## src/rtl/data_switch_buf.sv

```systemverilog
// Readout data switch with a DEPTH-entry buffer between the hit formatter and the output FIFO.
// Define DATA_SWITCH_TMR_EN to triplicate the count and pointer registers with majority voting.
module data_switch_buf #(
  parameter int                WORD_W  = 12,
  parameter int                NWORDS  = 3,
  parameter int                HDR_W   = 24,
  parameter logic [WORD_W-1:0] TRAILER = 12'hEC5,
  parameter int                DEPTH   = 4
) (
  input  logic                     Clk,
  input  logic                     Reset,
  input  logic                     ID_nData,
  input  logic [NWORDS*WORD_W-1:0] Words,
  input  logic [HDR_W-1:0]         Header,
  input  logic                     winc_in,
  output logic                     FullOut,
  output logic [NWORDS*WORD_W-1:0] FifoIn,
  output logic                     winc_out,
  input  logic                     Full,
  output logic                     DropErr,
  output logic [7:0]               DropCnt
);

  localparam int FW = NWORDS * WORD_W;
  localparam int AW = $clog2(DEPTH);
  localparam int CW = AW + 1;

  logic [AW-1:0] wr_v, rd_v, wr_n, rd_n;
  logic [CW-1:0] cnt_v, cnt_n;
  logic          push, pop, refuse;
  logic [FW-1:0] entry;
  logic [FW-1:0] mem [DEPTH];
  logic [FW-1:0] hold_q;

  // NOTE: every always_comb output gets a default first, so no path leaves it unassigned (no latch).
  always_comb begin
    push   = winc_in & ~FullOut;
    refuse = winc_in & FullOut;
    pop    = winc_out;
    entry  = ID_nData ? {Header, TRAILER} : Words;
    wr_n   = wr_v;
    rd_n   = rd_v;
    cnt_n  = cnt_v;
    if (push) wr_n = wr_v + AW'(1);
    if (pop)  rd_n = rd_v + AW'(1);
    case ({push, pop})
      2'b10:   cnt_n = cnt_v + CW'(1);
      2'b01:   cnt_n = cnt_v - CW'(1);
      default: cnt_n = cnt_v;
    endcase
  end

  // Outputs depend only on registered state and the downstream Full, never on the write inputs.
  assign winc_out = (cnt_v != '0) & ~Full;
  assign FullOut  = (cnt_v == CW'(DEPTH));
  assign FifoIn   = (cnt_v != '0) ? mem[rd_v] : hold_q;

`ifdef DATA_SWITCH_TMR_EN
  logic [CW-1:0] count_r0, count_r1, count_r2;
  logic [AW-1:0] wr_ptr_r0, wr_ptr_r1, wr_ptr_r2;
  logic [AW-1:0] rd_ptr_r0, rd_ptr_r1, rd_ptr_r2;

  // Bitwise 2-of-3 vote; every copy reloads from the voted value, so one upset heals in a cycle.
  assign cnt_v = (count_r0 & count_r1) | (count_r0 & count_r2) | (count_r1 & count_r2);
  assign wr_v  = (wr_ptr_r0 & wr_ptr_r1) | (wr_ptr_r0 & wr_ptr_r2) | (wr_ptr_r1 & wr_ptr_r2);
  assign rd_v  = (rd_ptr_r0 & rd_ptr_r1) | (rd_ptr_r0 & rd_ptr_r2) | (rd_ptr_r1 & rd_ptr_r2);

  always_ff @(posedge Clk or negedge Reset) begin
    if (!Reset) begin
      count_r0  <= '0;
      count_r1  <= '0;
      count_r2  <= '0;
      wr_ptr_r0 <= '0;
      wr_ptr_r1 <= '0;
      wr_ptr_r2 <= '0;
      rd_ptr_r0 <= '0;
      rd_ptr_r1 <= '0;
      rd_ptr_r2 <= '0;
    end else begin
      count_r0  <= cnt_n;
      count_r1  <= cnt_n;
      count_r2  <= cnt_n;
      wr_ptr_r0 <= wr_n;
      wr_ptr_r1 <= wr_n;
      wr_ptr_r2 <= wr_n;
      rd_ptr_r0 <= rd_n;
      rd_ptr_r1 <= rd_n;
      rd_ptr_r2 <= rd_n;
    end
  end
`else
  logic [CW-1:0] count_r;
  logic [AW-1:0] wr_ptr_r, rd_ptr_r;

  assign cnt_v = count_r;
  assign wr_v  = wr_ptr_r;
  assign rd_v  = rd_ptr_r;

  // NOTE: sequential state uses non-blocking assignments so all registers update from pre-edge values.
  always_ff @(posedge Clk or negedge Reset) begin
    if (!Reset) begin
      count_r  <= '0;
      wr_ptr_r <= '0;
      rd_ptr_r <= '0;
    end else begin
      count_r  <= cnt_n;
      wr_ptr_r <= wr_n;
      rd_ptr_r <= rd_n;
    end
  end
`endif

  // hold_q tracks the head entry so FifoIn keeps the last popped word once the buffer empties.
  always_ff @(posedge Clk or negedge Reset) begin
    if (!Reset) begin
      hold_q  <= '0;
      DropErr <= 1'b0;
      DropCnt <= '0;
    end else begin
      if (cnt_v != '0) hold_q <= mem[rd_v];
      if (refuse) begin
        DropErr <= 1'b1;
        if (DropCnt != 8'hFF) DropCnt <= DropCnt + 8'd1;
      end
    end
  end

  // NOTE: the storage array has no reset; entries are only read once count marks them valid.
  always_ff @(posedge Clk) begin
    if (push) mem[wr_v] <= entry;
  end

endmodule

```

## config.mk

```make
export PLATFORM = sky130hd
export DESIGN_NAME = data_switch_buf
export DESIGN_NICKNAME = d
export VERILOG_FILES = /design/src/rtl/data_switch_buf.sv
export SDC_FILE = /design/constraint.sdc
export NUM_CORES = 1
export LEC_CHECK = 0
export ABC_AREA = 1
export BUFFER_PORTS_ARGS = -buffer_cell sky130_fd_sc_hd__clkbuf_2
export CORE_ASPECT_RATIO = 0.8
export CORE_MARGIN = 4
export CORE_UTILIZATION = 30
export DETAILED_ROUTE_END_ITERATION = 10
export PLACE_DENSITY = 0.47
export SLEW_MARGIN = 10
export SYNTH_ARGS = -nofsm -noshare
export SYNTH_HDL_FRONTEND = slang
export SYNTH_SLANG_ARGS = --single-unit
```

## constraint.sdc

```tcl
create_clock -name Clk -period 7.7 [get_ports Clk]
set_input_delay 1.54 -clock Clk [delete_from_list [all_inputs] [get_ports Clk]]
set_output_delay 1.54 -clock Clk [all_outputs]
set_load 0.01 [all_outputs]
```

==> run_results.csv <==
group,metric,value,unit
run_status,status,"finished clean",
synthesis,netlist_area,8200,um^2
floorplan,initial_core_util,30.8,%
final_layout,n_fill_cell,2681,
worst_setup_path,arrival,2.84,ns
synthesis,synth_cell_types,26,
final_layout,drive_gt1_share,19.4,%
worst_setup_path,critical_path_class,"reg2out",
final_layout,post-route-cell-area,9660,um^2
route,drt_iter0_markers,313,
final_layout,final_nets,961,
synthesis,synth_top_area_share,52.7,%
synthesis,ys.flop_type,"edfxtp_1",
cts,cts_max_level,4,
run,drv_cap,0,
worst_setup_path,required,6.16,ns
synthesis,syn_inst,787,
placement,dp_slack,3.63,ns
timing,period_share,56.8,%
timing,rsz0062_at_grt,"no",
synthesis,ys_top_cells_by_count,"nand2_1, nor2_1, edfxtp_1, o21ai_0, dfrtp_1",
floorplan,io-pin-count,112,
global_routing,antenna_found_initial,0,
synthesis,synth-edff-count,144,
worst_setup_path,r2r_slack,5.05,ns
cts,clock-sinks,196,
timing,holdWs,0.475,ns
placement,io_buffers,111,
power,p_per_area,398,nW/um^2
floorplan,die_w,193,um
placement,gp_congestion,0.742,
synthesis,syn_nets,859,
timing,fin_ws,3.32,ns
worst_hold_path,holdPathStages,2,
timing,worst_slew_margin_rel,38.8,%
worst_setup_path,max_stage_delay,0.85,ns
route,ant_nets,0,
synthesis,synthTopCellsByArea,"edfxtp_1, dfrtp_1, nand2_1",
power,p_leak,4.10,nW
route,wl_per_cell,15.6,um
floorplan,dieArea,30100,um^2
worst_setup_path,critical_path_depth,6,
synthesis,ys_ff_latch,196,
final_layout,antennaDiodeCount,0,
final_layout,utilization,36.3,%
worst_setup_path,cp_top_family,"simple AND/OR/NAND/NOR gates",
placement,placed_cell_area,9040,um^2
floorplan,core,26600,um^2
synthesis,synth.largest_area_cell,"edfxtp_1",
route,via_count,5445,
cts,path_clk_slew,0.07,ns
cts,postCtsSetupRepairBufs,0,
worst_setup_path,cp-end-kind,"output pin",
timing,hold_viol,0,
timing,period_needed,4.38,ns
synthesis,synth_warnings,0,
timing,setup_violations,0,
cts,cts_hold_buf,0,
synthesis,yosysSeqAreaShare,68.6,%
worst_hold_path,worstHoldPathType,"reg2reg",
synthesis,async_reset_ff_share,26.5,%
cts,cts_tree,"yes",
final_layout,fin_cells,1259,
power,peakVddDrop,0.000195,V
timing,fin_setup_tns,0,ns
cts,clk_path_buf_depth,2,
floorplan,fp.dieH,156,um
timing,skew,0.0137,ns
global_routing,overflow,0,
placement,dpl.cell_count,1227,
cts,clockRootBuffer,"clkbuf_16",
global_routing,grt_max_degree,74,
worst_setup_path,critPathMaxFanout,38,
worst_setup_path,path_buf_inv,2,
route,via_per_inst,4.32,
final_layout,area_delta_synth_final,17.8,%
timing,worst_pin_slew,0.915,ns
synthesis,synth_most_common_cell,"nand2_1",
route,drc,0,
synthesis,syn_avg_cell_area,10.4,um^2
timing,drv_slew,0,
global_routing,track_usage,13.5,%
cts,cts_resized,0,
worst_setup_path,path_cells,"nor2_2, nand2_2, inv_2, nand2_1, nand2_1, clkbuf_2",
power,finalPower,3.84,mW
worst_setup_path,crit_top_cell,"nand2_1",
floorplan,num_rows,53,
worst_setup_path,crit_path_start_kind,"flop",
worst_setup_path,worstRegToRegCells,10,
worst_setup_path,crit_slowest_cell,"inv_2",
cts,clk-insertion-delay-late,0.44,ns
timing,fmax,229,MHz
global_routing,grt_pass1_vias,5202,
route,first_pass_iters,4,
global_routing,grt_pass1_wl,30900,um
route,wirelength,19700,um
placement,detailed_place_hpwl,11500,um
cts,cts_buffers,17,
state kept, by name, indices dropped and copies added (netlist names):
register and count:
mem 144, hold_q 36, DropCnt 8, cnt_v 3
rd_ptr_r 2, wr_ptr_r 2, DropErr 1
placed cells by master (no fill, tap or decap), drive strengths merged:
master and instances:
clkinvlp 1, xnor2 4, nor2 165, edfxtp 144
clkbuf 129, ha 6, xor2 2, o21ai 76
fa 1, inv 35, dfrtp 52, nand3 4
clkinv 3, a21oi 3, bufinv 2, or2 9
nand4 1, buf 9, nand2 256
final timing paths:
kind | end | start
min reg2reg | hold_q[22] | hold_q[22]
max in group asynchronous | rd_ptr_r[1] | Reset
max reg2reg | cnt_v[2] | cnt_v[0]
min | hold_q[22] | hold_q[22]
max | FifoIn[2] | cnt_v[0]
min in group asynchronous | hold_q[5] | Reset
worst min-delay path, cell delays in order (launching register included):
cell,delay [ns]
dfrtp_1,0.32
nand2_1,0.05
nand2_1,0.07
final cells by class:
| type | instances | area (um^2) | area share, % |
|---|---|---|---|
| multi-input cells | 527 | 2250 | 23.3 |
| well taps | 357 | 447 | 4.62 |
| clock buffers | 19 | 453 | 4.69 |
| repair buffers | 119 | 616 | 6.37 |
| inverters | 28 | 105 | 1.09 |
| flip-flops and latches | 196 | 5630 | 58.3 |
| clock inverters | 13 | 161 | 1.67 |
per-layer routing:
metal,share of wire [%],vias to the layer above,GRT usage [%]
met5,0,-,0
met4,0.76,0,3.26
met3,4.7,9,3.06
met2,42,120,19.6
met1,52,2544,20.7
li1,-,2772,-
logic make-up (layout without fill, tap and decap cells):
kind of cell,after synthesis,in the layout,synth area share (%)
simple gates,435,435,20.4
xor+xnor,6,6,0.641
fa+ha+maj,7,7,1.16
flops,196,196,68.6
compound gates,79,79,4.82
buf+inv,64,179,4.35
report_power, final:
| group | internal [mW] | total (mW) | leakage, nW | switching [mW] |
|---|---|---|---|---|
| Combinational | 0.420 | 1.35 | 1.86 | 0.932 |
| Clock | 0.510 | 0.939 | 0.303 | 0.429 |
| Sequential | 1.44 | 1.55 | 1.94 | 0.114 |
(Power assumes the default switching activity.)
